===== src/rtl/sum_frame_accumulator_if.sv =====
// Handshake bundle for sum_frame_accumulator.
//   master: upstream sample source plus downstream result sink (drives
//           in_data/in_valid/out_ready, observes in_ready/out_*).
//   slave : the accumulator itself.
interface sum_frame_accumulator_if #(
  parameter int unsigned DATA_W = 4,
  parameter int unsigned ACC_W  = 6
);
  logic [DATA_W-1:0] in_data;
  logic              in_valid;
  logic              in_ready;
  logic [ACC_W-1:0]  out_sum;
  logic              out_ovf;
  logic              out_valid;
  logic              out_ready;

  modport master (
    output in_data, in_valid, out_ready,
    input  in_ready, out_sum, out_ovf, out_valid
  );

  modport slave (
    input  in_data, in_valid, out_ready,
    output in_ready, out_sum, out_ovf, out_valid
  );
endinterface


===== src/rtl/sum_frame_accumulator.sv =====
// Totals FRAME_LEN unsigned DATA_W-bit samples into an ACC_W-bit result with a
// sticky per-frame overflow flag, and holds each total on a registered
// valid/ready output until it is accepted.
// Ports:
//   clk    - rising-edge clock
//   rst_n  - asynchronous active-low reset
//   bus    - slave side of sum_frame_accumulator_if (sample in, total out)
//   busy   - a partial frame is in progress
module sum_frame_accumulator #(
  parameter int unsigned DATA_W    = 4,
  parameter int unsigned FRAME_LEN = 4,
  parameter int unsigned ACC_W     = 6
) (
  input  logic                          clk,
  input  logic                          rst_n,
  sum_frame_accumulator_if.slave        bus,
  output logic                          busy
);

  typedef enum logic [1:0] {
    IDLE = 2'd0,
    ACC  = 2'd1,
    HOLD = 2'd2
  } state_t;

  state_t           state;
  logic [ACC_W-1:0] acc;
  logic [7:0]       cnt;
  logic             ovf_acc;
  logic             in_xfer;
  logic [ACC_W:0]   sum_next;

  assign bus.in_ready = (state != HOLD);
  assign busy         = (state == ACC);
  assign in_xfer      = bus.in_valid & bus.in_ready;

  // Extra MSB of sum_next is the carry out of the ACC_W-bit accumulator.
  assign sum_next = {1'b0, acc} + (ACC_W + 1)'(bus.in_data);

  always_ff @(posedge clk or negedge rst_n) begin
    if (!rst_n) begin
      state         <= IDLE;
      acc           <= '0;
      cnt           <= '0;
      ovf_acc       <= 1'b0;
      bus.out_sum   <= '0;
      bus.out_ovf   <= 1'b0;
      bus.out_valid <= 1'b0;
    end else begin
      unique case (state)
        IDLE: begin
          if (in_xfer) begin
            acc     <= ACC_W'(bus.in_data);
            ovf_acc <= 1'b0;
            cnt     <= 8'd1;
            state   <= ACC;
          end
        end
        ACC: begin
          if (in_xfer) begin
            acc     <= sum_next[ACC_W-1:0];
            ovf_acc <= ovf_acc | sum_next[ACC_W];
            if (cnt == 8'(FRAME_LEN - 1)) begin
              bus.out_sum   <= sum_next[ACC_W-1:0];
              bus.out_ovf   <= ovf_acc | sum_next[ACC_W];
              bus.out_valid <= 1'b1;
              cnt           <= '0;
              state         <= HOLD;
            end else begin
              cnt <= cnt + 8'd1;
            end
          end
        end
        HOLD: begin
          if (bus.out_ready) begin
            bus.out_valid <= 1'b0;
            state         <= IDLE;
          end
        end
        default: state <= IDLE;
      endcase
    end
  end

endmodule


===== src/flat_wrapper.sv =====
// flat-port wrapper written by rule: the top's interface ports become plain ports
module sum_frame_accumulator_flat 
#(
  parameter int unsigned DATA_W    = 4,
  parameter int unsigned FRAME_LEN = 4,
  parameter int unsigned ACC_W     = 6
)
  (clk, rst_n, busy, bus_in_data, bus_in_valid, bus_out_ready, bus_in_ready, bus_out_sum, bus_out_ovf, bus_out_valid);
  sum_frame_accumulator_if #(.DATA_W(DATA_W), .ACC_W(ACC_W)) bus_i ();
  input  logic clk;
  input  logic rst_n;
  output logic busy;
  input wire logic [$bits(bus_i.in_data)-1:0] bus_in_data;
  input wire logic [$bits(bus_i.in_valid)-1:0] bus_in_valid;
  input wire logic [$bits(bus_i.out_ready)-1:0] bus_out_ready;
  output wire logic [$bits(bus_i.in_ready)-1:0] bus_in_ready;
  output wire logic [$bits(bus_i.out_sum)-1:0] bus_out_sum;
  output wire logic [$bits(bus_i.out_ovf)-1:0] bus_out_ovf;
  output wire logic [$bits(bus_i.out_valid)-1:0] bus_out_valid;
  assign bus_i.in_data = bus_in_data;
  assign bus_i.in_valid = bus_in_valid;
  assign bus_i.out_ready = bus_out_ready;
  assign bus_in_ready = bus_i.in_ready;
  assign bus_out_sum = bus_i.out_sum;
  assign bus_out_ovf = bus_i.out_ovf;
  assign bus_out_valid = bus_i.out_valid;
  sum_frame_accumulator #(.DATA_W(DATA_W), .FRAME_LEN(FRAME_LEN), .ACC_W(ACC_W)) u_core (.clk(clk), .rst_n(rst_n), .bus(bus_i), .busy(busy));
endmodule

===== config.mk =====
export PLATFORM = sky130hd
export DESIGN_NAME = sum_frame_accumulator_flat
export DESIGN_NICKNAME = d
export VERILOG_FILES = /design/src/rtl/sum_frame_accumulator_if.sv /design/src/rtl/sum_frame_accumulator.sv /design/src/flat_wrapper.sv
export SDC_FILE = /design/constraint.sdc
export NUM_CORES = 1
export LEC_CHECK = 0
export CAP_MARGIN = 20
export CORE_MARGIN = 1.5
export CORE_UTILIZATION = 55
export DETAILED_ROUTE_END_ITERATION = 16
export HOLD_SLACK_MARGIN = 0.12
export PLACE_DENSITY = 0.8
export SLEW_MARGIN = 20
export SYNTH_ARGS = -nofsm -noshare
export SYNTH_HDL_FRONTEND = slang
export SYNTH_SLANG_ARGS = --single-unit

===== constraint.sdc =====
create_clock -name clk -period 2.5 [get_ports clk]
set_input_delay 0.5 -clock clk [delete_from_list [all_inputs] [get_ports clk]]
set_output_delay 0.5 -clock clk [all_outputs]
set_load 0.03 [all_outputs]

==> flow_metrics.env <==
export IMPL_cts_tree="yes"
export IMPL_wl_per_cell_um=13.9
export IMPL_power_total_w=0.00175
export IMPL_syn_inst=128
export IMPL_cts_sinks=25
export IMPL_tightest_slew_ns=0.482
export IMPL_synth_edff_count=0
export IMPL_fp_dieW_um=51.5
export IMPL_antenna_left=0
export IMPL_seq_area_um2=626
export IMPL_clk_latency_ns=0.31
export IMPL_multi_input_area_um2=636
export IMPL_hold_viol=0
export IMPL_hp_class="flop to flop"
export IMPL_drc=0
export IMPL_cts_setup_buffers=0
export IMPL_relSlewSlack_pct=67.9
export IMPL_clock_fmax_mhz=429
export IMPL_nets=163
export IMPL_power_internal_w=0.00101
export IMPL_syn_area_um2=1300
export IMPL_grtUsageTotal_pct=22.0
export IMPL_drv_slew=0
export IMPL_synthAdderAreaFrac_pct=6.37
export IMPL_path_clk_slew_ns=0.13
export IMPL_ys_seq_area_share_pct=48.3
export IMPL_h_tree_depth=1
export IMPL_hold_buffers=0
export IMPL_place_port_buffers=17
export IMPL_grt_max_degree=26
export IMPL_synth_top_family_by_area="simple AND/OR/NAND/NOR gates"
export IMPL_p_leak_nw=0.716
export IMPL_n_fill_cell=165
export IMPL_p_per_area_nw_per_um2=1150
export IMPL_final_cells=176
export IMPL_endpoint_kind="output port"
export IMPL_drv_cap=0
export IMPL_grt_pass1_vias=1008
export IMPL_final_cell_area_um2=1530
export IMPL_synth_top_cell_area_share_pct=48.3
export IMPL_p_switching_w=0.000741
export IMPL_synthSimpleGateAreaFrac_pct=19.4
export IMPL_cp_start_kind="flop"
export IMPL_placementRows=17
export IMPL_cts_resized=0
export IMPL_yosys_mux_area_fraction_pct=3.28
export IMPL_synth_xor_area_share_pct=5.41
export IMPL_swShare_pct=42.2
export IMPL_dpl_cell_area_um2=1500
export IMPL_finalClockSkew_ns=0.00383
export IMPL_synthFlopType="dfrtp_1"
export IMPL_routabilityCongestion=0.782
export IMPL_grt_overflow_total=0
export IMPL_ys_warn_count=0
export IMPL_crit_arrival_ns=1.83
export IMPL_dp_cells=172
export IMPL_synth_compound_area_share_pct=14.6
export IMPL_drive_gt1_share_pct=6.76
export IMPL_dr_pass1_iters=4
export IMPL_ir_worst_vdd_uv=815
export IMPL_via_per_inst=5.68
export IMPL_dieHeight_um=51.5
export IMPL_p_seq_share_pct=38.5
export IMPL_period_share_pct=93.2
export IMPL_dieArea_um2=2660
export IMPL_status="finished, final reports clean"
export IMPL_core_um2=2210
export IMPL_routed_wl_mm=2.46
export IMPL_synth_area_top_cells="dfrtp_1, ha_1, nand2_1"
export IMPL_critPathRequiredTime_ns=2.00
export IMPL_insertedDiodeCount=0
export IMPL_p_comb_share_pct=51.6
export IMPL_setup_viol=0
export IMPL_fin_setup_tns_ns=0
export IMPL_cts_path_max_buffers=2
export IMPL_path_class="flop to output port"
export IMPL_antenna_found_initial=0
export IMPL_root_buffer="clkbuf_4"
export IMPL_syn_area_per_cell_um2=10.1
export IMPL_grt_pass1_wl_mm=4.37
export IMPL_crit_fanout=8
export IMPL_yosysUniqueCellTypes=33
export IMPL_vias=1000
export IMPL_drt_iter0_markers=24
export IMPL_initial_core_util_pct=58.6
export IMPL_syn_nets=142
export IMPL_syn_to_final_growth_pct=17.8
export IMPL_clkPwrFrac_pct=9.9
export IMPL_dpl_hpwl_mm=1.84
export IMPL_synth_area_leader_cell="dfrtp_1"
export IMPL_async_reset_ff_share_pct=100
export IMPL_rsz0062_at_grt="false"
export IMPL_min_period_ns=2.33
export IMPL_ys_ff_latch=25
export IMPL_cts_buffers=3
export IMPL_ios=18
critical path: stages (launching register included):
cell             delay (ns)
dfrtp_1                0.45
inv_1                  0.17
nor2_1                 0.20
clkdlybuf4s50_1        0.70
cells in the mapped netlist (4+ instances only):
cell     number
dfrtp_1      25
nand2_1      15
o21ai_0      11
nor2_1        9
a21oi_1       7
ha_1          5
xor2_1        5
and3_1        4
nand4_1       4
o21ai_1       4
through the flow:
step,hold WS [ns],worst slack (ns),util (%)
global route,0.536,0.0420,69.0
detailed placement,0.477,0.239,67.8
global placement,0.467,0.266,67.8
CTS,0.507,0.172,69.0
finish,0.501,0.169,69.0
floorplan,0.204,0.809,-
path summary, 6_finish.rpt:
check	start	cells past startpoint	end	slack, ns
setup / recovery	u_core.state[0]	3	busy	0.17
hold / removal	u_core.acc[0]	2	u_core.acc[0]	0.50
setup reg to reg	u_core.cnt[0]	4	u_core.bus.out_sum[0]	0.68
hold reg to reg	u_core.acc[0]	2	u_core.acc[0]	0.50
max in group asynchronous	rst_n	2	u_core.acc[3]	1.73
min in group asynchronous	rst_n	2	u_core.bus.out_ovf	0.53
placed cells by master (no fill, tap or decap), types with 4 or more instances in the layout:
| master | n |
|---|---|
| a21oi_1 | 7 |
| and3_1 | 4 |
| clkdlybuf4s50_1 | 17 |
| dfrtp_1 | 25 |
| ha_1 | 5 |
| nand2_1 | 15 |
| nand4_1 | 4 |
| nor2_1 | 9 |
| o21ai_0 | 11 |
| o21ai_1 | 4 |
| xor2_1 | 5 |
sequential cells by signal, indices dropped and copies added (netlist names):
register and count:
u_core.state 2, u_core.bus.out_valid 1, u_core.acc 6, u_core.bus.out_ovf 1
u_core.ovf_acc 1, u_core.cnt 8, u_core.bus.out_sum 6
final cells by class:
type	count	area share [%]
tap	28	2.30
multi-input combinational	96	41.6
timing repair buffer	20	12.6
sequential	25	41.0
clock buffer	4	1.72
inverter	3	0.738
layer usage:
layer  wire length (um)  part of all wire [%]  track usage (%)  vias up
met5                  0                     0                0        -
met4                 12                  0.49             7.89        0
met3                 62                   2.5             3.45        2
met2               1270                    52             39.5       13
met1               1110                    45             26.7      486
li1                   -                     -                -      499
power groups by stage:
stage | combinational [W] | clock (W) | sequential, W
2_1_floorplan | 0.000540 | 0 | 0.000757
6_report | 0.000905 | 0.000173 | 0.000675
3_5_place_dp | 0.000900 | 0 | 0.000682
4_1_cts | 0.000908 | 0.000182 | 0.000673
3_3_place_gp | 0.000879 | 0 | 0.000670
5_1_grt | 0.00102 | 0.000197 | 0.000696
cells by family (layout without fill, tap and decap cells):
| family | count (synthesis) | in the layout |
|---|---|---|
| muxes | 4 | 4 |
| AOI/OAI and AO/OA | 32 | 32 |
| buffers and inverters | 7 | 27 |
| xor gates and xnor gates | 8 | 8 |
| DFF | 25 | 25 |
| adders and majority gates | 6 | 6 |
| and+or+nand+nor | 46 | 46 |
No activity file was read; power rests on OpenSTA's default activity.
